<file path="src/rtl/uart_tx_arbiter.sv">
// uart_tx_arbiter: round-robin sharing of one UART byte transmitter.
// A requester is granted for a whole frame; each accepted byte produces one
// registered tx_start pulse, and the next byte is taken only after the
// transmitter's end_of_byte rises. Frames are separated by an idle gap, and a
// granted requester that stalls mid-frame has its frame aborted.
module uart_tx_arbiter #(
    parameter int NUM_REQ     = 2,
    parameter int GAP_CYCLES  = 16,
    parameter int STALL_LIMIT = 100000,
    localparam int IW         = $clog2(NUM_REQ)
) (
    input  logic                 clk,
    input  logic                 reset,
    input  logic [NUM_REQ-1:0]   req_valid,
    input  logic [8*NUM_REQ-1:0] req_data,
    input  logic [NUM_REQ-1:0]   req_last,
    output logic [NUM_REQ-1:0]   req_ready,
    output logic                 tx_start,
    output logic [7:0]           byte_to_send,
    input  logic                 end_of_byte,
    output logic [IW-1:0]        grant_id,
    output logic                 busy,
    output logic                 frame_done,
    output logic                 frame_abort
);

    localparam int SW = $clog2(STALL_LIMIT + 1);
    localparam int GW = $clog2(GAP_CYCLES + 1);

    typedef enum logic [1:0] {S_IDLE, S_ISSUE, S_WAIT, S_GAP} state_t;

    state_t          state;
    logic [IW-1:0]   rr_ptr;
    logic [SW-1:0]   stall_cnt;
    logic [GW-1:0]   gap_cnt;
    logic            eob_d;
    logic            last_q;

    logic            eob_rise;
    logic            accept;
    logic [IW-1:0]   grant_next;
    logic [7:0]      data_sel;
    logic [NUM_REQ-1:0] rot;
    logic [IW:0]     pick_sum;
    logic [IW-1:0]   pick_idx;
    logic            pick_found;

    // Only the rising edge of end_of_byte marks a finished byte.
    assign eob_rise   = end_of_byte & ~eob_d;
    assign accept     = (state == S_ISSUE) & req_valid[grant_id];
    assign grant_next = (grant_id == IW'(NUM_REQ - 1)) ? '0 : grant_id + 1'b1;
    assign data_sel   = 8'(req_data >> {grant_id, 3'b000});
    assign busy       = (state != S_IDLE);

    // Ready goes only to the granted requester, and only while issuing.
    always_comb begin
        req_ready = '0;
        if (state == S_ISSUE)
            req_ready[grant_id] = req_valid[grant_id];
    end

    // Rotate valids so bit k is requester (rr_ptr+k) mod NUM_REQ, then take
    // the lowest set bit and map it back to a requester index.
    always_comb begin
        rot        = (req_valid >> rr_ptr) |
                     (req_valid << ((IW+1)'(NUM_REQ) - {1'b0, rr_ptr}));
        pick_found = 1'b0;
        pick_sum   = '0;
        for (int k = NUM_REQ - 1; k >= 0; k--) begin
            if (rot[k]) begin
                pick_found = 1'b1;
                pick_sum   = {1'b0, rr_ptr} + (IW+1)'(k);
            end
        end
        if (pick_sum >= (IW+1)'(NUM_REQ))
            pick_sum = pick_sum - (IW+1)'(NUM_REQ);
        pick_idx = pick_sum[IW-1:0];
    end

    // Frame sequencer with registered strobes.
    always_ff @(posedge clk or negedge reset) begin
        if (!reset) begin
            state        <= S_IDLE;
            rr_ptr       <= '0;
            grant_id     <= '0;
            tx_start     <= 1'b0;
            byte_to_send <= 8'h00;
            frame_done   <= 1'b0;
            frame_abort  <= 1'b0;
            stall_cnt    <= '0;
            gap_cnt      <= '0;
            eob_d        <= 1'b0;
            last_q       <= 1'b0;
        end else begin
            eob_d       <= end_of_byte;
            tx_start    <= 1'b0;
            frame_done  <= 1'b0;
            frame_abort <= 1'b0;
            case (state)
                S_IDLE: begin
                    if (pick_found) begin
                        grant_id  <= pick_idx;
                        stall_cnt <= '0;
                        state     <= S_ISSUE;
                    end
                end
                S_ISSUE: begin
                    if (accept) begin
                        byte_to_send <= data_sel;
                        last_q       <= req_last[grant_id];
                        tx_start     <= 1'b1;
                        stall_cnt    <= '0;
                        state        <= S_WAIT;
                    end else if (stall_cnt == SW'(STALL_LIMIT - 1)) begin
                        frame_abort <= 1'b1;
                        rr_ptr      <= grant_next;
                        stall_cnt   <= '0;
                        gap_cnt     <= '0;
                        state       <= S_GAP;
                    end else begin
                        stall_cnt <= stall_cnt + 1'b1;
                    end
                end
                S_WAIT: begin
                    if (eob_rise) begin
                        if (last_q) begin
                            frame_done <= 1'b1;
                            rr_ptr     <= grant_next;
                            gap_cnt    <= '0;
                            state      <= S_GAP;
                        end else begin
                            state <= S_ISSUE;
                        end
                    end
                end
                S_GAP: begin
                    if (gap_cnt == GW'(GAP_CYCLES - 1)) begin
                        gap_cnt <= '0;
                        state   <= S_IDLE;
                    end else begin
                        gap_cnt <= gap_cnt + 1'b1;
                    end
                end
                default: state <= S_IDLE;
            endcase
        end
    end

endmodule
</file>
<file path="config.mk">
export PLATFORM = sky130hd
export DESIGN_NAME = uart_tx_arbiter
export DESIGN_NICKNAME = d
export VERILOG_FILES = /design/src/rtl/uart_tx_arbiter.sv
export SDC_FILE = /design/constraint.sdc
export NUM_CORES = 1
export LEC_CHECK = 0
export ABC_CLOCK_PERIOD_IN_PS = 2400
export CAP_MARGIN = 30
export CELL_PAD_IN_SITES_DETAIL_PLACEMENT = 1
export CELL_PAD_IN_SITES_GLOBAL_PLACEMENT = 2
export CORE_AREA = 8 8 89 91
export DETAILED_ROUTE_END_ITERATION = 6
export DIE_AREA = 0 0 97 99
export PLACE_DENSITY_LB_ADDON = 0.1
export SETUP_SLACK_MARGIN = 0.3
export SYNTH_ARGS = -nofsm -noshare
export SYNTH_HDL_FRONTEND = slang
export SYNTH_SLANG_ARGS = --single-unit
</file>
<file path="constraint.sdc">
create_clock -name clk -period 2.4 [get_ports clk]
set_input_delay 0.48 -clock clk [delete_from_list [all_inputs] [get_ports clk]]
set_output_delay 0.48 -clock clk [all_outputs]
set_load 0.05 [all_outputs]
</file>
* After elaboration in Yosys (flattened, before gate mapping)
Index checks and enable logic that the tools add are counted.
** Storage, ports and cells
- Register bits after elaboration :: 39
- Bits in latches :: 0
- RAM bits :: 0
- ROM bits :: 0
- Bits of input ports :: 23
- Output and inout port bits :: 15
- Memories :: 0
** Cells by class
- Add/sub/neg operators :: 6
- Multiply operators :: 0
- Divide/modulo/power cells :: 0
- Order comparisons :: 3
- Equal/unequal tests :: 12
- Shift operators :: 3
- Multiplexer cells :: 43
- Bitwise gates (word level) :: 5
- Reduce and logical (&&, ||, !) cells :: 12
** Operator list (number)
- 2-to-1 mux 17 bit :: 3
- case mux 17 bit (2 select lines) :: 1
- 2-to-1 mux 5 bit :: 5
- 2-to-1 mux 1 bit :: 21
- 2-to-1 mux 2 bit :: 9
- adder 17 x 1 -> 17 bit, second input constant :: 1
- == test 17 bit, second input constant :: 1
- right shift 16 x 4 -> 8 bit :: 1
- case mux 5 bit (3 select lines) :: 1
- != test 2 bit, second input constant :: 5
- AND reduction 5 bit :: 2
- case mux 2 bit (4 select lines) :: 1
- AND reduction 2 bit :: 3
- nonzero test 2 bit :: 3
- adder 5 x 1 -> 5 bit, second input constant :: 1
- == test 5 x 4 -> 1 bit, second input constant :: 1
- == test 2 bit, second input constant :: 2
- AND reduction 4 bit :: 1
- != test 3 x 2 -> 1 bit, second input constant :: 1
- nonzero test 3 bit :: 1
- adder 1 x 1 -> 2 bit, second input constant :: 1
- AND 1 bit :: 2
- AND 2 bit :: 1
- == test 2 x 1 -> 1 bit, second input constant :: 1
- other kinds (15) :: 15

* Depth between registers and ports, before layout
Gate-level depths: netlist (run 1).
- Word-level depth :: 7
- Mapped depth :: 6
- Mapped depth without buffers :: 5

* Worst setup path before layout (run 1)
OpenSTA, ideal clock, no wires.
- Path type :: register to output
- Start :: reg grant_id
- End :: out req_ready[1]
- Data arrival time :: 1.757 ns
- Data required time :: 1.920 ns
- Setup slack :: 0.163 ns
- Cell stages (with the launch flop) :: 4
- Cells stage by stage :: dfrtp_1 clkbuf_1 clkbuf_1 and3_2
** Between the ends
- Longest elaborated chain between the ends :: 6
** Ends and longest elaborated chain
- start: declaration :: line 21 : output logic [IW-1:0] grant_id,
- start signal: assignment :: line 102 : grant_id <= pick_idx;
- less-than comparator 1 x 2 -> 1 bit (not written as such) or >= comparator 1 bit (tied branches) :: line 59 : req_ready[grant_id] = req_valid[grant_id];
- logical AND 1 bit (not written as such) :: line 59
- 2-to-1 mux 1 bit (not written as such) :: line 59
- demux 1 bit (select 1 bit) :: line 59
- AND 2 bit (no line) *
- 2-to-1 mux 2 bit * :: line 58 : if (state == S_ISSUE)
- end: declaration :: line 17 : output logic [NUM_REQ-1:0] req_ready,
Mark *: on every way between the ends. The rest lies on a longest branch, timed or not. The select of a mux whose other input is x is not followed.

* Worst setup path in the final report (run 1)
- Start :: in req_valid[1]
- End :: reg stall_cnt[15]
** Between the ends
- Longest elaborated chain between the ends :: 6
** Ends and longest elaborated chain
- start: declaration :: line 14 : input logic [NUM_REQ-1:0] req_valid,
- left shift 2 x 2 -> 2 bit or right shift 2 x 1 -> 2 bit (tied branches) :: line 66, 65
- bitwise OR 2 bit :: line 65 : rot = (req_valid >> rr_ptr) |
- 2-to-1 mux 1 bit (2 in series) :: line 70 : if (rot[k]) begin
- != test 2 bit (no line)
- AND reduction 2 bit (no line)
- end signal: assignment :: line 121 : stall_cnt <= stall_cnt + 1'b1;
- end: declaration :: line 34 : logic [SW-1:0] stall_cnt;
Several ways; a longest one is shown, not always the timed one. The select of a mux whose other input is x is not followed.
A chain may end at the register's enable or synchronous reset.

==> results of run 1 <==
-- routing by layer --
metal / vias to the layer above / wire length, um
li1: 867 / -
met1: 852 / 2570
met2: 29 / 2750
met3: 6 / 238
met4: 0 / 65
met5: - / 0
-- path summary, 6_finish.rpt --
| kind | depth (start not counted) | endpoint | slack [ns] | startpoint |
|---|---|---|---|---|
| min reg2reg | 1 | gap_cnt[4] | 0.53 | gap_cnt[4] |
| min | 1 | stall_cnt[8] | 0.17 | reset |
| max | 5 | stall_cnt[15] | 0.42 | req_valid[1] |
| max in group asynchronous | 2 | gap_cnt[0] | 1.69 | reset |
| max reg2reg | 5 | gap_cnt[0] | 0.44 | stall_cnt[0] |
| min in group clk | 1 | gap_cnt[4] | 0.53 | gap_cnt[4] |
-- final cells by class --
| type | count | area [sq um] | share of cell area (%) |
|---|---|---|---|
| clock buffer | 7 | 86.3 | 3.24 |
| sequential | 39 | 976 | 36.6 |
| multi-input combinational | 153 | 986 | 37.0 |
| timing repair buffer | 50 | 478 | 17.9 |
| inverter | 8 | 30.0 | 1.13 |
| clock inverter | 1 | 8.76 | 0.329 |
| tap | 80 | 100 | 3.76 |
-- kinds of logic (layout without fill, tap and decap cells) --
kind of cell / count (synthesis) / count (layout) / synth area share (%)
muxes: 14 / 14 / 7.04
AOI/OAI and AO/OA: 55 / 55 / 16.6
adders and majority gates: 2 / 2 / 1.24
and+or+nand+nor: 80 / 80 / 22.6
DFF: 39 / 39 / 48.2
buffers and inverters: 18 / 66 / 3.52
xor gates and xnor gates: 2 / 2 / 0.865
-- registers in the layout, summed over array words and instances, names as in the netlist --
name	flops
frame_abort	1
stall_cnt	17
frame_done	1
byte_to_send	8
gap_cnt	5
last_q	1
grant_id	1
state	2
rr_ptr	1
eob_d	1
tx_start	1
-- worst max-delay path: cells and delay by family --
kind                   cells  cell delay (ns)
AO/OA/AOI/OAI              1             0.16
buffers and inverters      1             0.49
AND/OR/NAND/NOR            3             1.06
-- cell usage in the layout (no fill, tap or decap), types with 3 or more instances in the layout --
cell,netlist,routed
nand3_1,13,13
o21ai_0,12,12
clkdlybuf4s50_1,0,32
a31oi_1,5,5
buf_4,0,15
nor2_1,17,17
clkbuf_8,0,6
or3_1,9,9
or2_2,4,4
nand2_1,9,9
nand4_1,3,3
a21oi_1,21,21
mux2i_1,12,12
inv_1,8,8
dfrtp_1,39,39
and4_1,3,3
and3_1,3,3
-- per-stage QoR --
step	hold WS [ns]	instance area [sq um]	std cells	total power, W
floorplan	0.184	2030	210	0.00194
CTS	0.183	2660	338	0.00296
global placement	0.502	2560	330	0.00246
detailed placement	0.505	2560	330	0.00247
global route	0.209	2670	338	0.00312
finish	0.166	2670	338	0.00292
-- where the power goes --
part	internal, W	switching (W)
Clock	0.000236	0.000240
Combinational	0.000579	0.000881
Sequential	0.000824	0.000157
==> metrics.txt, run 1 <==
status finished clean; max-cap violation count 0; LEAKAGE roughly 1.1 nW; Congestion Overflow GR 0; drc violations 0; antenna viol nets, final 0; die area around 9600 sq um; Resized cells post-CTS 0; final count of hold timing violations 0; CTS Root Cell clkbuf_8; Seq/Total Area, Yosys about half; vias in the first global route approximately 1900; post-route setup slack approximately 0.42 ns; Synth top area share a little under 50%; # hold bufs at CTS 0; Syn Nets between 200 and 250; Post-CTS Setup Bufs 0; Rows 30; M2 GR Usage between 20% and 30%; Crit path largest cell delay between 0.6 and 0.7 ns; CP Capture Type register; die height 99 um; top-count cell post-synth dfrtp_1; FF+latch count, synth 39; Final nets approximately 280; Avg Inst Size Synth slightly below 10 sq um; TritonCTS clock tree built; setup_tns 0 ns; Max VDD drop between 0.3 and 0.4 mV; final core utilization between 40 and 50%; Post-Synthesis Cell Area between 2000 and 2500 sq um; clock sinks 39; Initial Util 30.8%; CP Launch Type primary input; Crit-path slowest cell or4_1; Synth area leader dfrtp_1; Cell Pwr Density around 1100 nW/um^2; worst path arrival time roughly 2.2 ns; Max Fanout on Critical Path 8; Layout Area Growth over Synthesis 31.6%; fin. max-slew vios 0; met3 usage under 10%; Setup Slack @ Placement around 0.11 ns; CP Cell Sequence clkdlybuf4s50_1, nor3_2, or4_1, or3_1, a21oi_1; H-tree levels 2; DRT iter0 DRCs 83; distinct cell type count after synthesis between 40 and 50; ys async rst share 100%; Synth area leaders dfrtp_1, mux2i_1, a21oi_1; routability cong. 0.762; GRT Util Overall 12.4%; largest net degree at the start of global routing 24; number of antenna violations at the first check in global routing 0; Pre-Repair DR Iteration Count 4; GRT busiest layer met2; Syn Inst Count 210; top cells by count, synth dfrtp_1, a21oi_1, nor2_1; clock buffer depth 2; highest clock rate roughly 0.51 GHz; met1 usage 14.9%; RSZ-0062 raised after global routing false; hpwl dp ~4300 um; drt wl/cell ~17 um; Top Ports 38; worst slew pin tran 0.545 ns; IO Port Bufs 37; total CTS buffers 5; Final Skew 0.00513 ns; CP Data Required Time about 2.6 ns; Fillers between 700 and 800; ANT cells 0; via count about 1800; post-route minimum period ~2.0 ns; first-pass GRT wire length between 9000 and 10000 um; Clock Latency Late Sink approximately 0.29 ns; Setup Crit Path Kind in -> reg; warning count from the yosys run 0; Top FF cell, synth dfrtp_1; Vias/cell between 5 and 6; Reg clk slew, reported paths about 0.08 ns; core area approximately 6600 sq um; Slew HR between 60% and 70%; final period utilization about 82%; Die W roughly 97 um; endpoints failing setup 0; drt total wl 5620 um; worst hold path type in -> async; ratio of cells with drive above 1 in the final layout about 14%; number of flops mapped to enable cells by yosys 0
Note: power is estimated with default switching activity, not from simulation.
==> run 2, diff against run 1 <==
--- a/config.mk
+++ b/config.mk
@@ -5,13 +5,13 @@
 export SDC_FILE = /design/constraint.sdc
 export NUM_CORES = 1
 export LEC_CHECK = 0
-export ABC_CLOCK_PERIOD_IN_PS = 2400
+export ABC_CLOCK_PERIOD_IN_PS = 1800
 export CAP_MARGIN = 30
 export CELL_PAD_IN_SITES_DETAIL_PLACEMENT = 1
 export CELL_PAD_IN_SITES_GLOBAL_PLACEMENT = 2
-export CORE_AREA = 8 8 89 91
+export CORE_AREA = 8 8 93 95
 export DETAILED_ROUTE_END_ITERATION = 6
-export DIE_AREA = 0 0 97 99
+export DIE_AREA = 0 0 101 103
 export PLACE_DENSITY_LB_ADDON = 0.1
 export SETUP_SLACK_MARGIN = 0.3
 export SYNTH_ARGS = -nofsm -noshare
==> constraint.sdc (replaced) <==
create_clock -name clk -period 1.8 [get_ports clk]
set_input_delay 0.36 -clock clk [delete_from_list [all_inputs] [get_ports clk]]
set_output_delay 0.36 -clock clk [all_outputs]
set_load 0.05 [all_outputs]
==> run 2 against run 1 <==
Compared with the run above: sequential power grew 35%; clock power up 63%; power is 64% higher; core utilization increased by 5.1 points; non-clock buffer count up 36; worst setup slack worse by 0.36 ns; combinational power rose by 85%; die area is 8.3% higher; largest cell class unchanged; largest power group unchanged.
==> metrics.txt, run 2 (synthesized netlist as in run 1, its figures left out) <==
post-route minimum period ~1.7 ns; RR Endpoint gap_cnt[0]; DRT iter0 DRCs 39; Final Skew approximately 0.010 ns; RSZ-0062 raised after global routing true; hpwl dp 4820 um; CP Data Required Time between 1.5 and 2 ns; TritonCTS clock tree built; number of antenna violations at the first check in global routing 0; CP Capture Type register; max reg flops 17; Gate power share about 56%; antenna viol nets, final 0; CTS Root Cell clkbuf_8; Reg clk slew, reported paths 0.08 ns; status finished clean; Cell Pwr Density 1470 nW/um^2; ANT cells 0; vias in the first global route about 2000; GRT Util Overall a little over an eighth; Max Fanout on Critical Path 5; drt wl/cell approximately 17 um; Setup Crit Path Kind reg -> reg; Top Ports 38; first-pass GRT wire length roughly 11000 um; R2R depth 4; Pre-Repair DR Iteration Count 4; worst hold path type in -> async; Vias/cell roughly 5; commonest non-fill, non-tap cell in the layout buf_4; worst path arrival time approximately 1.9 ns; final core utilization between 40% and 50%; H-tree levels 2; Congestion Overflow GR 0; # hold bufs at CTS 0; Crit-path slowest cell dfrtp_1; reg2reg setup slack 0.06 ns; Pwr Total 0.00479 W; IO Port Bufs 37; drt total wl ~6800 um; post-route setup slack between 0.06 and 0.07 ns; fin. max-slew vios 0; Rows 31; ratio of cells with drive above 1 in the final layout 39.8%; Initial Util between 20 and 30%; Max VDD drop 0.851 mV; drc violations 0; clock buffer depth 2; worst slew pin tran slightly below 0.5 ns; LEAKAGE 1.38 nW; die height 103 um; highest clock rate about 0.58 GHz; routability cong. about 0.79; final non-filler cell total between 300 and 400; most frequent cells in the layout buf_4, dfrtp_1, clkdlybuf4s50_1, a21oi_1, nor2_1; endpoints failing setup 0; final period utilization roughly 96%; DP Cell Count 368; Slew HR roughly two thirds; Final nets between 300 and 400; Die W 101 um; die area 10400 sq um; sw power 0.00199 W; CP Launch Type register; sequential power share roughly 28%; Crit path largest cell delay 0.47 ns; core area approximately 7100 sq um; Layout Area Growth over Synthesis 60.9%; reg2reg start stall_cnt[2]; Top Registers stall_cnt x17, byte_to_send x8, gap_cnt x5; P_int around 0.0028 W; clock sinks 39; via count around 1900; Clock Latency Late Sink around 0.30 ns; largest net degree at the start of global routing 22; max-cap violation count 0; part of the power in the clock network 16.2%; total CTS buffers 5; Setup Slack @ Placement -0.328 ns; CP Cell Sequence and4_2, nand4_1, a211o_1, mux2_4; Switching Fraction between 40% and 50%; Largest Register stall_cnt; final count of hold timing violations 0
-- run 2: cell types whose count changed in the layout (fill, tap and decap cells not counted), sizes merged --
| cell | change |
|---|---|
| bufinv | +1 |
| clkbuf | -1 |
| dlygate4sd2 | +1 |
| dlymetal6s2s | +1 |
| clkdlybuf4s50 | -13 |
| buf | +47 |
-- run 2: what timing repair did --
action,CTS,global route
gates resized for setup,24,32
buffers inserted,8,9
pin swaps,3,14
endpoints found under the setup margin,38,37
-- run 2: worst max path at each step --
stage | startpoint | to | slack (ns) | cells past startpoint
after global routing | stall_cnt[1] | gap_cnt[0] | 0.03 | 5
after global placement | req_valid[1] | stall_cnt[13] | -0.28 | 5
after detailed placement | req_valid[1] | stall_cnt[13] | -0.33 | 5
after floorplan | state[1] | stall_cnt[9] | 0.16 | 5
after CTS | grant_id | req_ready[0] | 0.07 | 4
final | stall_cnt[2] | gap_cnt[0] | 0.06 | 4
-- run 2: layout make-up --
class,count,area [sq um]
timing repair buffer,86,827
clock buffer,6,82.6
sequential,39,983
fill,812,3880
clock inverter,2,35.0
multi-input combinational,153,1180
tap,99,124
inverter,8,30.0
-- run 2: power groups by stage --
stage               combinational (W)  clock, W  sequential [W]
global placement              0.00230         0         0.00129
global route                  0.00289  0.000842         0.00135
detailed placement            0.00233         0         0.00130
CTS                           0.00255  0.000800         0.00129
floorplan                     0.00103         0         0.00165
finish                        0.00270  0.000774         0.00132
-- run 2: critical path: cells and delay by family (launching register included) --
kind               cells  cell delay, ns
and+or+nand+nor        2            0.49
muxes                  1            0.28
DFF                    1            0.47
AOI/OAI and AO/OA      1            0.38
-- run 2: metrics by stage --
stage                     TNS (ns)  area (sq um)  hold slack [ns]
after CTS                        0          3060           0.0359
after floorplan                  0          2090           0.0644
after global routing             0          3260           0.0444
after detailed placement     -4.54          2800            0.359
after global placement       -3.72          2800            0.355
final                            0          3260           0.0187
-- run 2: layer usage --
| layer | vias up | global-route usage [%] | routed length (um) | share of wire [%] |
|---|---|---|---|---|
| met2 | 29 | 21.6 | 3300 | 48 |
| met4 | 0 | 4.24 | 129 | 1.9 |
| met5 | - | 0 | 0 | 0 |
| met1 | 931 | 17.3 | 3180 | 47 |
| li1 | 942 | - | - | - |
| met3 | 10 | 3.17 | 205 | 3.0 |
==> run 3, diff against run 2 <==
--- a/config.mk
+++ b/config.mk
@@ -9,9 +9,9 @@
 export CAP_MARGIN = 30
 export CELL_PAD_IN_SITES_DETAIL_PLACEMENT = 1
 export CELL_PAD_IN_SITES_GLOBAL_PLACEMENT = 2
-export CORE_AREA = 8 8 93 95
+export CORE_AREA = 2 2 87 89
 export DETAILED_ROUTE_END_ITERATION = 6
-export DIE_AREA = 0 0 101 103
+export DIE_AREA = 0 0 89 91
 export PLACE_DENSITY_LB_ADDON = 0.1
 export SETUP_SLACK_MARGIN = 0.3
 export SYNTH_ARGS = -nofsm -noshare
==> run 3 against run 2 <==
Compared with the run above: critical path depth is 1 higher; flip-flop and latch count unchanged; core utilization down 1.1 points; worst setup slack gained 0.011 ns; sequential power hardly changed; final area is 2.4% lower; sequential share of layout area rose by 0.63 points; clock power is 14% higher; combinational power is essentially flat.
==> metrics.txt, run 3 (synthesized netlist as in run 1, its figures left out) <==
Congestion Overflow GR 0; Clock Latency Late Sink between 0.2 and 0.3 ns; Fillers 828; Largest Register stall_cnt; worst hold path type in -> async; Cell Pwr Density 1530 nW/um^2; via count roughly 2000; drt wl/cell 16.2 um; RSZ-0062 raised after global routing true; most frequent cells in the layout buf_4, dfrtp_1, a21oi_1, clkdlybuf4s50_1, nor2_1; max-cap violation count 0; post-route setup slack about 0.074 ns; Top Ports 38; Setup Crit Path Kind reg -> reg; max reg flops 17; CP Capture Type register; ratio of cells with drive above 1 in the final layout a little over a third; die height 91 um; endpoints failing setup 0; DP Cell Count around 370; largest net degree at the start of global routing 40; Die W 89 um; total CTS buffers 5; worst path arrival time 1.95 ns; commonest non-fill, non-tap cell in the layout buf_4; Vias/cell 4.97; R2R depth 5; H-tree levels 2; Critical Path Sink stall_cnt[16]; Top Registers stall_cnt x17, byte_to_send x8, gap_cnt x5; Max Fanout on Critical Path 6; Setup Slack @ Placement -0.308 ns; vias in the first global route roughly 2000; Pre-Repair DR Iteration Count 4; Rows 31; clock buffer depth 2; ANT cells 0; reg2reg start state[1]; final count of hold timing violations 0; CP Data Required Time a little over 2 ns; Max VDD drop ~0.87 mV; Final Skew 0.00681 ns; final period utilization between 90% and 100%; GRT Util Overall approximately 16%; routability cong. ~0.71; Hold Slack about 0.14 ns; reg2reg setup slack approximately 0.074 ns; worst slew pin tran approximately 0.54 ns; hpwl dp about 4400 um; dpl cell area approximately 2800 sq um; final non-filler cell total slightly below 400; core area between 7000 and 8000 sq um; DRT iter0 DRCs roughly 70; CP startpoint state[1]; clock sinks 39; fin. max-slew vios 0; Finished Cell Area between 3000 and 4000 sq um; drc violations 0; Reg clk slew, reported paths ~0.09 ns; Final nets 319; LEAKAGE roughly 1.4 nW; drt total wl between 6000 and 7000 um; status finished clean; CTS Root Cell clkbuf_8; antenna viol nets, final 0; post-route minimum period roughly 1.7 ns; highest clock rate 0.579 GHz; die area around 8100 sq um; Initial Util around 28%; TritonCTS clock tree built; number of antenna violations at the first check in global routing 0; first-pass GRT wire length approximately 10000 um; Layout Area Growth over Synthesis 57.0%; RR Endpoint stall_cnt[16]; IO Port Bufs 37; CP Launch Type register; Slew HR between 60% and 70%
==> run 3: cell types whose count changed in the layout (fill, tap and decap cells not counted), sizes merged <==
cell / change
dlymetal6s2s: -1
dlygate4sd2: +1
bufinv: +1
clkbuf: +1
clkinv: -1
==> run 3: layout make-up <==
type,count,area [sq um],share of cell area (%)
Clock buffer,6,72.6,2.28
Multi-Input combinational cell,153,1110,34.8
Tap cell,99,124,3.89
Clock inverter,2,60.1,1.89
Inverter,8,30.0,0.944
Timing Repair Buffer,87,807,25.4
Sequential cell,39,980,30.8
==> run 3: metal layers <==
| layer | up-vias | GRT usage, % | share of wire (%) |
|---|---|---|---|
| met5 | - | 0 | 0 |
| met4 | 0 | 2.99 | 0.63 |
| met3 | 5 | 3.36 | 2.5 |
| met2 | 26 | 27.5 | 51 |
| met1 | 983 | 21.4 | 45 |
| li1 | 946 | - | - |
==> run 3: worst min-delay path by stage <==
stage | to | slack, ns | cells past startpoint
after floorplan | byte_to_send[0] | 0.06 | 0
after global placement | stall_cnt[4] | 0.47 | 2
after detailed placement | stall_cnt[4] | 0.47 | 2
after CTS | stall_cnt[12] | 0.15 | 2
after global routing | stall_cnt[12] | 0.17 | 2
final | stall_cnt[12] | 0.14 | 2
==> run 3: where the power goes <==
part | leakage (nW) | switching, W | internal, W
Clock | 0.0654 | 0.000329 | 0.000555
Combinational | 0.804 | 0.00143 | 0.00125
Sequential | 0.495 | 0.000191 | 0.00110
Total | 1.36 | 0.00195 | 0.00290
==> run 3: critical path: stages (launching register included) <==
cell and delay, ns:
dfrtp_1 0.41, nand3b_1 0.19, buf_4 0.16, nand4bb_2 0.31, or4_1 0.44, a21oi_1 0.14
==> run 3: repair_timing <==
action	in CTS	in global routing
pin swaps	11	14
resized for setup	19	21
gates cloned	0	2
endpoints found under the hold margin	0	0
buffers inserted	8	8
hold buffers	0	0
endpoints found under the setup margin	33	37
==> run 3: per-stage QoR <==
step           utilization [%]  power, W  setup TNS, ns
2_1_floorplan                -   0.00268              0
3_3_place_gp              38.8   0.00347          -3.07
3_5_place_dp              38.8   0.00352          -3.76
4_1_cts                   42.3   0.00463              0
5_1_grt                   44.6   0.00516       -0.00420
6_report                  44.6   0.00485              0
